==> config.mk <==
export PLATFORM = sky130hd
export DESIGN_NAME = regbank_wb_arbiter
export DESIGN_NICKNAME = d
export VERILOG_FILES = /design/src/rtl/regbank_wb_arbiter.sv
export SDC_FILE = /design/constraint.sdc
export NUM_CORES = 1
export LEC_CHECK = 0
export ABC_AREA = 1
export CORE_MARGIN = 8
export CORE_UTILIZATION = 44
export DETAILED_ROUTE_END_ITERATION = 6
export MAX_ROUTING_LAYER = met4
export PLACE_DENSITY = 0.82
export SLEW_MARGIN = 25
export SYNTH_ARGS = -nofsm -noshare
export SYNTH_HDL_FRONTEND = slang
export SYNTH_SLANG_ARGS = --single-unit
==> constraint.sdc <==
create_clock -name clk -period 5.7 [get_ports clk]
set_clock_uncertainty 0.1 [all_clocks]
set_input_delay 0.57 -clock clk [delete_from_list [all_inputs] [get_ports clk]]
set_output_delay 0.57 -clock clk [all_outputs]
set_load 0.05 [all_outputs]
==> src/rtl/regbank_wb_arbiter.sv <==
// Round-robin write-port arbiter for the 16 x 32-bit register bank.
// Picks one writeback source per cycle and drives the bank's registered write port.
module regbank_wb_arbiter #(
  parameter int unsigned NREQ = 3,
  parameter int unsigned DW   = 32,
  parameter int unsigned AW   = 4
) (
  input  logic                 clk,
  input  logic                 rst_n,
  input  logic [NREQ-1:0]      req_valid,
  input  logic [NREQ*AW-1:0]   req_dest,
  input  logic [NREQ*DW-1:0]   req_data,
  output logic [NREQ-1:0]      req_ready,
  input  logic                 hold,
  output logic                 wr_en,
  output logic [AW-1:0]        wr_dest,
  output logic [(1<<AW)-1:0]   wr_onehot,
  output logic [DW-1:0]        wr_data,
  output logic [15:0]          wr_count
);

  localparam int unsigned NREG = 1 << AW;
  localparam int unsigned PW   = $clog2(NREQ);
  localparam int unsigned CW   = 16;

  logic [PW-1:0]   rr_ptr_q, rr_ptr_d;
  logic            wr_en_q, wr_en_d;
  logic [AW-1:0]   wr_dest_q, wr_dest_d;
  logic [NREG-1:0] wr_onehot_q, wr_onehot_d;
  logic [DW-1:0]   wr_data_q, wr_data_d;
  logic [CW-1:0]   wr_count_q, wr_count_d;

  logic [NREQ-1:0] grant_c;
  logic            grant_any_c;
  logic [PW-1:0]   grant_idx_c;
  logic [PW:0]     slot_sum_c;
  logic [PW-1:0]   slot_idx_c;
  logic [AW-1:0]   sel_dest_c;
  logic [DW-1:0]   sel_data_c;

  // Search rr_ptr, rr_ptr+1, rr_ptr+2 (mod NREQ); first valid requester wins.
  always_comb begin
    grant_c     = '0;
    grant_any_c = 1'b0;
    slot_sum_c  = '0;
    slot_idx_c  = '0;
    if (rst_n && !hold) begin
      for (int i = 0; i < NREQ; i++) begin
        slot_sum_c = {1'b0, rr_ptr_q} + (PW+1)'(i);
        if (slot_sum_c >= (PW+1)'(NREQ)) begin
          slot_sum_c = slot_sum_c - (PW+1)'(NREQ);
        end
        slot_idx_c = PW'(slot_sum_c);
        for (int k = 0; k < NREQ; k++) begin
          if (!grant_any_c && slot_idx_c == PW'(k) && req_valid[k]) begin
            grant_c[k]  = 1'b1;
            grant_any_c = 1'b1;
          end
        end
      end
    end
  end

  // Payload mux driven by the one-hot grant.
  always_comb begin
    grant_idx_c = rr_ptr_q;
    sel_dest_c  = wr_dest_q;
    sel_data_c  = wr_data_q;
    for (int k = 0; k < NREQ; k++) begin
      if (grant_c[k]) begin
        grant_idx_c = PW'(k);
        sel_dest_c  = req_dest[k*AW +: AW];
        sel_data_c  = req_data[k*DW +: DW];
      end
    end
  end

  assign req_ready = grant_c;

  always_comb begin
    rr_ptr_d    = rr_ptr_q;
    wr_en_d     = grant_any_c;
    wr_dest_d   = sel_dest_c;
    wr_data_d   = sel_data_c;
    wr_onehot_d = '0;
    wr_count_d  = wr_count_q;
    if (grant_any_c) begin
      rr_ptr_d    = (grant_idx_c == PW'(NREQ-1)) ? '0 : grant_idx_c + PW'(1);
      wr_onehot_d = NREG'(1) << sel_dest_c;
      wr_count_d  = wr_count_q + CW'(1);
    end
  end

  always_ff @(posedge clk or negedge rst_n) begin
    if (!rst_n) begin
      rr_ptr_q    <= '0;
      wr_en_q     <= 1'b0;
      wr_dest_q   <= '0;
      wr_onehot_q <= '0;
      wr_data_q   <= '0;
      wr_count_q  <= '0;
    end else begin
      rr_ptr_q    <= rr_ptr_d;
      wr_en_q     <= wr_en_d;
      wr_dest_q   <= wr_dest_d;
      wr_onehot_q <= wr_onehot_d;
      wr_data_q   <= wr_data_d;
      wr_count_q  <= wr_count_d;
    end
  end

  assign wr_en     = wr_en_q;
  assign wr_dest   = wr_dest_q;
  assign wr_onehot = wr_onehot_q;
  assign wr_data   = wr_data_q;
  assign wr_count  = wr_count_q;

endmodule

Word level (Yosys, flattened, before mapping)
Index checks and enable logic that the tools add are counted.

storage, ports and cells
  input port bits = 114
  output and inout bits = 72
  memories kept = 0
  bits in writable memories = 0
  memory bits (read-only) = 0
  latch bits = 0
  bits in registers = 71

operators by class
  bitwise operators = 0
  magnitude comparators = 3
  reduce and logical (&&, ||, !) cells = 31
  eq/ne operators = 7
  shifts and indexed selects = 1
  $mul = 0
  add/sub/neg operators = 7
  multiplexer cells = 44
  divide/modulo/power cells = 0

operators by type and width
  cell                                                                                 number
  32-bit two-way mux                                                                   3
  1-bit two-way mux                                                                    26
  2-bit two-way mux                                                                    10
  1-bit logical AND                                                                    18
  16-bit by 1-bit adder with 16-bit output, second input constant                      1
  16-bit two-way mux                                                                   1
  1-bit by 4-bit << shifter with 16-bit output, first input constant                   1
  4-bit two-way mux                                                                    3
  1-bit logical NOT                                                                    9
  2-bit == test, second input constant                                                 4
  2-bit by 1-bit == test with 1-bit output, second input constant                      3
  3-bit by 2-bit greater-or-equal comparator with 1-bit output, second input constant  2
  2-bit logical NOT                                                                    3
  2-bit subtractor, second input constant                                              3
  2-bit by 1-bit adder with 3-bit output, second input constant                        1
  2-bit by 2-bit adder with 3-bit output, second input constant                        1
  3-bit two-way mux                                                                    1
  3-bit nonzero test                                                                   1
  2-bit by 1-bit adder with 2-bit output, second input constant                        1
  2-bit greater-or-equal comparator, second input constant                             1

Logic depth before layout (Yosys ltp)
Gate-level depths: netlist of run 1.

  depth after elaboration = 52
  depth in mapped cells = 16

Worst setup path before layout of run 1
No wires, ideal clock.

  path kind = register to output
  start = reg rr_ptr_q[0]
  end = out req_ready[1]
  required time = 5.030 ns
  buffers on the path = 1
  arrival = 1.794 ns
  path slack = 3.236 ns
  cell stages (with the launch flop) = 11
  cells stage by stage = dfrtp_1 > inv_1 > ha_1 > nand2_1 > nand2_2 > nor2_8 > nand4_4 > o21ai_4 > nand2_4 > inv_2 > buf_2

between the ends
  cells in the longest elaborated chain, start to end = 42
  elaborated cells between the ends (all ways) = 62

RTL lines
  item                                                                          line    RTL
  start, declared                                                               26      logic [PW-1:0] rr_ptr_q, rr_ptr_d;
  start signal, assigned                                                        103     rr_ptr_q <= rr_ptr_d;
  2-bit subtractor / 2-bit greater-or-equal comparator (equally long branches)  51, 50
  2-bit two-way mux                                                             50      if (slot_sum_c >= (PW+1)'(NREQ)) begin
  2-bit two-way mux                                                             47      if (rst_n && !hold) begin
  2-bit logical NOT                                                             55      if (!grant_any_c && slot_idx_c == PW'(k) && req_valid[k]) begin
  1-bit logical AND                                                             55
  1-bit two-way mux                                                             55
  1-bit two-way mux                                                             47
  1-bit logical NOT                                                             55
  [... 24 more ...]                                                             --
  1-bit logical NOT                                                             55
  1-bit logical AND (2 in series)                                               55
  1-bit two-way mux                                                             55
  1-bit two-way mux                                                             47
  1-bit logical NOT                                                             55
  1-bit logical AND (2 in series)                                               55
  1-bit two-way mux (*)                                                         55
  3-bit two-way mux (*)                                                         47
  end, declared                                                                 13      output logic [NREQ-1:0] req_ready,

Mark *: on every way between the ends. The rest lies on a longest branch, timed or not. The select of a mux whose other input is x is not followed.

Worst setup path after layout of run 1
Same ends and word-level chain as after synthesis.

==> flow_summary.yaml, run 1 <==
grt:
  antenna_found_initial: 0
  grt_util_all_layers_pct: 21.5
  grt_overflow: 0
  grt_max_degree: 74
  grt_pass1_wl_mm: 19.5
  grt_pass1_vias: 3847
power:
  power.internal_w: 0.00147
  combPwrFrac_pct: 57.8
  pwr-share-seq_pct: 26.3
  p_per_area_nw_per_um2: 486
  worst_ir_drop_vdd_v: 0.000288
  p_sw_w: 0.00141
  p_leak_nw: 2.74
  swShare_pct: 49.0
  power_frac_clock_pct: 15.9
logic_synthesis:
  synth_flop_cell: "dfrtp_1"
  synth_seq_cells: 71
  synth-warning-count: 0
  seq_area_frac_synth_pct: 46.8
  synth-async-reset-ratio_pct: 100
  synth_cell_type_count: 30
  syn_nets: 590
  syn_inst: 473
  synth-edff-count: 0
  synth_area_sq_um: 3800
  syn_avg_cell_area_sq_um: 8.03
die:
  core-area_sq_um: 8550
  fp-row-count: 34
  io_pins: 186
  dieArea_sq_um: 11900
  die_w_um: 109
  die_h_um: 109
  floorplan.initialDensity_pct: 44.4
detailed_routing:
  wl_per_cell_um: 16.5
  dr.pass1.iters: 4
  vias: 3890
  drc: 0
  finalWirelength_mm: 12.6
  viasPerCell: 5.10
  drtAntennaViolNets: 0
  drt_iter0_markers: 216
cts:
  numCtsBuffers: 9
  ctsRootBufferMaster: "clkbuf_8"
  post_cts_buffers: 0
  cts_resized: 0
  clk_pin_slew_worst_paths_ns: 0.07
  cts_tree: "yes"
  clock_path_buffers: 2
  postCtsHoldBufs: 0
  cts.htree.levels: 3
  clkLatencyLatePin_ns: 0.34
  cts_num_sinks: 71
timing:
  fmax_mhz: 269
  timing.hold.ws_ns: 0.392
  finalSetupTns_ns: 0
  rsz0062_at_grt: "no"
  worstMarginPinSlew_ns: 0.880
  hold_viol: 0
  min_period_ns: 3.71
  maxSlewViolCount: 0
  slew-limit-headroom_pct: 41.4
  setup_viol: 0
  period_share_pct: 65.1
cells_and_area:
  syn2layout_area_growth_pct: 55.8
  final_common_cell: "clkdlybuf4s50_1"
  fin_nets: 766
  layout_common_cells: "clkdlybuf4s50_1, nand2_1, dfrtp_1"
  drive_gt1_share_pct: 9.33
  n_antenna_cell: 0
min_path:
  hold_depth: 2
  hp-class: "register to register"
setup_path:
  cp_slowest_cell: "clkdlybuf4s50_1"
  crit_required_ns: 5.03
  worstPathCellList: "inv_1 -> ha_1 -> nand2_1 -> nand2_2 -> nor2_8 -> nand4_4 -> o21ai_4 -> nand2_4 -> inv_2 -> clkdlybuf4s50_1"
  worst-setup-path-type: "register to output pin"
  cp_max_fo: 41
  ff2ff_path_depth: 14
  slowest_delay_ns: 0.81
  start_kind: "register"
  end_kind: "output pin"
  cp_data_arrival_time_ns: 3.04
run_status:
  status: "complete, no violations"
place:
  finalWeightedCongestion: 0.953
  dp.final_hpwl_mm: 9.32
  numPortBuffers: 185
flow_run:
  timing.max_cap.violations: 0
[path summary, 6_finish.rpt]
kind / startpoint / end / slack (ns)
setup / recovery: rr_ptr_q[0]$_DFFE_PN0P_ / req_ready[1] / 1.99
hold / removal: wr_data[1]$_DFFE_PN0P_ / wr_data[1]$_DFFE_PN0P_ / 0.39
setup reg to reg: rr_ptr_q[0]$_DFFE_PN0P_ / wr_onehot[14]$_DFF_PN0_ / 2.69
hold reg to reg: wr_data[1]$_DFFE_PN0P_ / wr_data[1]$_DFFE_PN0P_ / 0.39
max in group asynchronous: rst_n / wr_dest[3]$_DFF_PN0_ / 4.50
min in group asynchronous: rst_n / wr_count[0]$_DFFE_PN0P_ / 0.42
[metal layers]
metal	track usage, %	vias up	share of wire, %
met5	-	-	0
met4	6.06	0	1.2
met3	5.26	17	8.0
met2	35.1	141	49
met1	25.7	1831	42
li1	-	1901	-
[cell usage after synthesis (3+ instances only)]
library cell	count	area, sq um
nand2_1	149	559
dfrtp_1	71	1780
o21ai_0	34	170
o21ai_1	34	170
a21oi_1	33	165
nor2_1	25	93.8
nand3_1	17	85.1
inv_1	15	56.3
nand2_2	12	75.1
nand3_2	12	120
clkbuf_1	11	41.3
buf_2	10	50.1
xnor2_1	7	61.3
xor2_1	7	61.3
inv_2	5	18.8
nand3b_1	5	37.5
nand4_1	5	31.3
nand2_4	4	45.0
buf_6	3	33.8
ha_1	3	37.5
[through the flow]
step | instance area (sq um) | util [%] | worst slack [ns] | power [W] | instances
floorplan | 3800 | - | 3.24 | 0.00188 | 473
global placement | 5690 | 66.5 | 2.11 | 0.00240 | 746
detailed placement | 5690 | 66.5 | 2.01 | 0.00243 | 746
CTS | 5920 | 69.2 | 1.96 | 0.00290 | 762
global route | 5920 | 69.2 | 1.83 | 0.00304 | 762
finish | 5920 | 69.2 | 1.99 | 0.00288 | 762
[power groups by stage]
stage                     registers [W]  clock network, W  logic (W)
final                          0.000757          0.000457    0.00166
after global placement         0.000758                 0    0.00164
after detailed placement       0.000764                 0    0.00167
after floorplan                 0.00128                 0   0.000595
after CTS                      0.000756          0.000469    0.00167
after global routing           0.000775          0.000490    0.00178
[sequential cells by signal, indices dropped and copies added, names as in the netlist]
register,count
rr_ptr_q,2
wr_count,16
wr_data,32
wr_dest,4
wr_en,1
wr_onehot,16
[cells by family (layout without fill, tap and decap cells)]
kind of cell | Yosys count | after routing | share of synthesized area [%]
fa+ha+maj | 3 | 3 | 0.988
xor+xnor | 14 | 14 | 3.23
compound gates | 105 | 105 | 14.4
buf+inv | 45 | 226 | 5.40
simple gates | 235 | 235 | 29.2
flops | 71 | 71 | 46.8
[worst max-delay path, delay by kind of cell (launching register included)]
kind	cells	cell delay, ns
adder cells (fa/ha/maj)	1	0.32
AND/OR/NAND/NOR	5	0.76
AO/OA/AOI/OAI	1	0.23
buffers and inverters	3	1.02
flip-flops	1	0.35
[layout make-up]
| cell class | instances | area (sq um) |
|---|---|---|
| fill | 684 | 2630 |
| clock inverter | 6 | 92.6 |
| timing repair buffer | 189 | 1880 |
| sequential | 71 | 1780 |
| tap | 108 | 135 |
| clock buffer | 10 | 138 |
| inverter | 21 | 80.1 |
| multi-input combinational | 357 | 1820 |
Note: power is estimated with default switching activity, not from simulation.
==> inputs of run 2 (changes only) <==
--- a/config.mk
+++ b/config.mk
@@ -7,10 +7,10 @@
 export LEC_CHECK = 0
 export ABC_AREA = 1
 export CORE_MARGIN = 8
-export CORE_UTILIZATION = 44
+export CORE_UTILIZATION = 37
 export DETAILED_ROUTE_END_ITERATION = 6
 export MAX_ROUTING_LAYER = met4
-export PLACE_DENSITY = 0.82
+export PLACE_DENSITY = 0.73
 export SLEW_MARGIN = 25
 export SYNTH_ARGS = -nofsm -noshare
 export SYNTH_HDL_FRONTEND = slang
==> constraint.sdc (replaced) <==
create_clock -name clk -period 3.1 [get_ports clk]
set_clock_uncertainty 0.1 [all_clocks]
set_input_delay 0.31 -clock clk [delete_from_list [all_inputs] [get_ports clk]]
set_output_delay 0.31 -clock clk [all_outputs]
set_load 0.05 [all_outputs]
==> run 2 against run 1 <==
Sequential share of layout area is 0.54 points lower. Non-clock buffer count is 6 higher. Hold slack worse by 0.18 ns. Clock power is 65% higher. Sequential cell count stayed put. Die area is 16% higher. Utilization is 9.8 points lower. Sequential power is 84% higher. First-iteration DRC count is 31% higher. Largest cell class unchanged. Largest power group unchanged.
==> flow_summary.yaml, run 2 (synthesis gave the netlist of run 1 again) <==
cts:
  clkLatencyLatePin_ns: 0.34
  clock_path_buffers: 2
  clk_pin_slew_worst_paths_ns: 0.08
  cts.htree.levels: 3
  numCtsBuffers: 9
  ctsRootBufferMaster: "clkbuf_8"
  cts_num_sinks: 71
  cts_tree: "yes"
grt:
  grt_max_degree: 70
  grt_overflow: 0
  grt_pass1_wl_mm: 21.6
  antenna_found_initial: 0
  grt_util_all_layers_pct: 19.9
  grt_pass1_vias: 4025
power:
  pwr-share-seq_pct: 26.3
  worst_ir_drop_vdd_v: 0.000523
  power.internal_w: 0.00266
  p_per_area_nw_per_um2: 874
  combPwrFrac_pct: 59.3
  p_leak_nw: 2.78
  power_frac_clock_pct: 14.3
  swShare_pct: 49.5
  power_w: 0.00527
  p_sw_w: 0.00261
detailed_routing:
  vias: 3908
  drt_iter0_markers: 283
  viasPerCell: 4.91
  wl_per_cell_um: 17.1
  dr.pass1.iters: 4
  drtAntennaViolNets: 0
  drc: 0
  finalWirelength_mm: 13.6
cells_and_area:
  syn2layout_area_growth_pct: 58.6
  fillers: 911
  largest_reg_flops: 32
  layout_common_cells: "clkdlybuf4s50_1, nand2_1, dfrtp_1"
  fin_nets: 772
  final_common_cell: "clkdlybuf4s50_1"
  drive_gt1_share_pct: 10.3
  n_antenna_cell: 0
timing:
  min_period_ns: 2.89
  maxSlewViolCount: 0
  period_share_pct: 93.2
  finalSetupTns_ns: 0
  timing.hold.ws_ns: 0.216
  rsz0062_at_grt: "no"
  setup_viol: 0
  hold_viol: 0
  fmax_mhz: 346
  worstMarginPinSlew_ns: 0.874
  setup_ws_ns: 0.210
  slew-limit-headroom_pct: 41.7
die:
  die_w_um: 117
  fp-row-count: 37
  core-area_sq_um: 10100
  io_pins: 186
  dieArea_sq_um: 13800
  die_h_um: 117
  floorplan.initialDensity_pct: 37.5
setup_path:
  start_kind: "register"
  end_kind: "output pin"
  cp_data_arrival_time_ns: 2.48
  crit_required_ns: 2.69
  cp_max_fo: 25
  worst-setup-path-type: "register to output pin"
place:
  numPortBuffers: 185
  finalWeightedCongestion: 0.924
  post-place-ws_ns: 0.308
  dp.final_hpwl_mm: 10.3
run_status:
  status: "complete, no violations"
min_path:
  hp-class: "input port to asynchronous set/reset pin"
flow_run:
  timing.max_cap.violations: 0
## run 2: changes by cell type in the layout (fill, tap and decap cells not counted), sizes merged
cell           before  now
buf                 5   13
clkinv              2    6
clkdlybuf4s50     184  181
clkbuf             10   11
dlygate4sd3         0    1
clkinvlp            2    0
bufinv              2    1
inv                21   19
## run 2: critical path, stage by stage, from the launching register on
cell and delay [ns]:
dfrtp_1 0.35, inv_1 0.06, ha_1 0.33, nand2_1 0.11, nand2_2 0.10, nor2_8 0.13
nand4_4 0.11, o21ai_4 0.24, nand2_4 0.24, clkinv_2 0.28, buf_12 0.18
## run 2: power groups by stage
stage | Combinational, W | Clock (W) | Sequential, W
2_1_floorplan | 0.00109 | 0 | 0.00236
3_3_place_gp | 0.00310 | 0 | 0.00139
3_5_place_dp | 0.00314 | 0 | 0.00140
4_1_cts | 0.00315 | 0.000772 | 0.00139
5_1_grt | 0.00334 | 0.000809 | 0.00142
6_report | 0.00313 | 0.000754 | 0.00139
## run 2: area by class of cell
type / count / area [sq um] / share of cell area (%)
repair buffers: 195 / 1980 / 32.8
well taps: 136 / 170 / 2.82
inverters: 21 / 81.3 / 1.35
multi-input cells: 357 / 1820 / 30.2
clock buffers: 11 / 141 / 2.35
clock inverters: 5 / 57.6 / 0.955
flip-flops and latches: 71 / 1780 / 29.5
## run 2: per-stage QoR
stage	area [sq um]	util [%]	cells
after floorplan	3800	-	473
after global placement	5820	57.4	779
after detailed placement	5820	57.4	779
after CTS	6020	59.4	796
after global routing	6030	59.4	796
final	6030	59.4	796
## run 2: what timing repair did
action	4_1_cts	5_1_grt
endpoints found under the setup margin	0	1
hold buffers	1	0
hold endpoints to repair	2	0
resized for setup	0	1
buffers inserted	0	0
## run 2: layer usage
metal,up-vias,routed length [um],track usage [%]
met3,11,856,4.27
met1,1816,6000,23.9
met4,0,160,4.79
li1,1911,-,-
met2,170,6600,33.2
met5,-,0,-
## run 2: final timing paths
path	to	startpoint	slack, ns	cells past startpoint
worst max-delay path	req_ready[1]	rr_ptr_q[0]$_DFFE_PN0P_	0.21	10
worst min register to register	wr_data[25]$_DFFE_PN0P_	wr_data[25]$_DFFE_PN0P_	0.40	2
min in group clk	wr_data[25]$_DFFE_PN0P_	wr_data[25]$_DFFE_PN0P_	0.40	2
max in group asynchronous	wr_onehot[6]$_DFF_PN0_	rst_n	1.58	3
worst min-delay path	wr_data[23]$_DFFE_PN0P_	rst_n	0.22	2
worst max register to register	wr_onehot[14]$_DFF_PN0_	rr_ptr_q[0]$_DFFE_PN0P_	0.41	13
==> inputs of run 3 (changes only) <==
--- a/config.mk
+++ b/config.mk
@@ -7,10 +7,11 @@
 export LEC_CHECK = 0
 export ABC_AREA = 1
 export CORE_MARGIN = 8
-export CORE_UTILIZATION = 37
+export CORE_UTILIZATION = 41
 export DETAILED_ROUTE_END_ITERATION = 6
 export MAX_ROUTING_LAYER = met4
-export PLACE_DENSITY = 0.73
+export PLACE_DENSITY = 0.77
+export SKIP_LAST_GASP = 1
 export SLEW_MARGIN = 25
 export SYNTH_ARGS = -nofsm -noshare
 export SYNTH_HDL_FRONTEND = slang
==> constraint.sdc (replaced) <==
create_clock -name clk -period 2.8 [get_ports clk]
set_clock_uncertainty 0.1 [all_clocks]
set_input_delay 0.28 -clock clk [delete_from_list [all_inputs] [get_ports clk]]
set_output_delay 0.28 -clock clk [all_outputs]
set_load 0.05 [all_outputs]
==> run 3 against run 2 <==
Power grew 13%. Critical path type unchanged. Sequential share of layout area hardly changed. Sequential cell count did not move.
==> flow_summary.yaml, run 3 (synthesis gave the netlist of run 1 again) <==
run_status:
  status: "complete, no violations"
grt:
  grt_pass1_vias: 4124
  antenna_found_initial: 0
  grt_max_degree: 61
  grt_util_all_layers_pct: 22.2
  grt_pass1_wl_mm: 21.9
  grt_busiest_layer: "met2"
  grt_overflow: 0
  grt_util_met3_pct: 5.53
  grt_util_met1_pct: 25.9
  grt_util_met2_pct: 36.7
setup_path:
  cp_data_arrival_time_ns: 2.29
  cp_slowest_cell: "dfrtp_1"
  cp_max_fo: 10
  slowest_delay_ns: 0.36
  worst-setup-path-type: "register to output pin"
  crit_family: "simple AND/OR/NAND/NOR gates"
  end_kind: "output pin"
  crit_required_ns: 2.42
  worstPathCellList: "inv_1 -> ha_1 -> nand2_1 -> nand2_2 -> nor2_8 -> nand4_4 -> inv_2 -> nand3b_1 -> nand2_1 -> nand2_2 -> clkinv_2 -> buf_12"
  start_kind: "register"
  critical_path_buf_inv_count: 4
timing:
  finalSetupTns_ns: 0
  maxSlewViolCount: 0
  fmax_mhz: 375
  hold_viol: 0
  slew-limit-headroom_pct: 48.6
  setup_viol: 0
  worstMarginPinSlew_ns: 0.772
  period_share_pct: 95.3
  min_period_ns: 2.67
  rsz0062_at_grt: "no"
place:
  dp.final_hpwl_mm: 10.5
  dp_cells: 754
  place_area_sq_um: 5790
  numPortBuffers: 185
  finalWeightedCongestion: 0.892
cts:
  cts_tree: "yes"
  ctsRootBufferMaster: "clkbuf_8"
  cts.htree.levels: 3
  clkLatencyLatePin_ns: 0.34
  cts_num_sinks: 71
  clk_pin_slew_worst_paths_ns: 0.08
  clock_path_buffers: 2
  numCtsBuffers: 9
  post_cts_buffers: 0
power:
  p_leak_nw: 2.78
  p_per_area_nw_per_um2: 985
  power_w: 0.00593
  worst_ir_drop_vdd_v: 0.000564
cells_and_area:
  drive_gt1_share_pct: 10.3
  largest_reg_flops: 32
  fin_nets: 772
  final_common_cell: "clkdlybuf4s50_1"
  layout_common_cells: "clkdlybuf4s50_1, nand2_1, dfrtp_1"
  syn2layout_area_growth_pct: 58.5
  final_cell_count_no_fill: 772
  final_area_sq_um: 6020
die:
  dieArea_sq_um: 12600
  fp-row-count: 35
  die_w_um: 112
  floorplan.initialDensity_pct: 41.7
  io_pins: 186
  die_h_um: 112
  core-area_sq_um: 9110
min_path:
  hp-class: "input port to asynchronous set/reset pin"
detailed_routing:
  drtAntennaViolNets: 0
  drc: 0
  vias: 4017
  drt_iter0_markers: 462
  dr.pass1.iters: 5
  viasPerCell: 5.20
  finalWirelength_mm: 13.6
  wl_per_cell_um: 17.7
flow_run:
  timing.max_cap.violations: 0
==> run 3: cell type report <==
cell class	count	area, sq um
clock inverters	6	92.6
repair buffers	195	1980
flip-flops and latches	71	1780
multi-input cells	357	1820
diodes	1	2.50
fillers	784	3090
inverters	21	82.6
clock buffers	10	128
well taps	111	139
==> run 3: final timing paths <==
path | start | to | slack [ns] | depth (start not counted)
min in group clk | wr_data[7]$_DFFE_PN0P_ | wr_data[7]$_DFFE_PN0P_ | 0.40 | 2
max | rr_ptr_q[0]$_DFFE_PN0P_ | req_ready[2] | 0.13 | 12
min | rst_n | wr_data[20]$_DFFE_PN0P_ | 0.23 | 2
max reg2reg | rr_ptr_q[0]$_DFFE_PN0P_ | wr_onehot[7]$_DFF_PN0_ | 0.23 | 14
min reg2reg | wr_data[7]$_DFFE_PN0P_ | wr_data[7]$_DFFE_PN0P_ | 0.40 | 2
max in group asynchronous | rst_n | wr_data[16]$_DFFE_PN0P_ | 1.34 | 3
==> run 3: what timing repair did <==
item | CTS | global route
hold buffers | 1 | 0
resized for setup | 0 | 2
setup endpoints to repair | 0 | 1
endpoints found under the hold margin | 11 | 0
==> run 3: layer usage <==
metal | share of wire, % | wire length, um | vias up
met4 | 2.4 | 333 | 0
met5 | 0 | 0 | -
met2 | 50 | 6770 | 181
met1 | 41 | 5530 | 1897
li1 | - | - | 1912
met3 | 7.4 | 1010 | 27
==> run 3: per-stage QoR <==
stage          setup slack [ns]  utilization [%]  hold slack, ns
3_5_place_dp              0.218             63.5          0.0458
5_1_grt                 0.00937             66.1           0.241
4_1_cts                  0.0336             66.1           0.217
3_3_place_gp              0.373             63.5          0.0438
2_1_floorplan             0.544                -          -0.116
6_report                  0.131             66.1           0.234
==> run 3: power by group <==
| part | switching (W) | total [W] | internal [W] |
|---|---|---|---|
| logic | 0.00231 | 0.00347 | 0.00117 |
| registers | 0.000207 | 0.00155 | 0.00134 |
| clock network | 0.000401 | 0.000909 | 0.000508 |
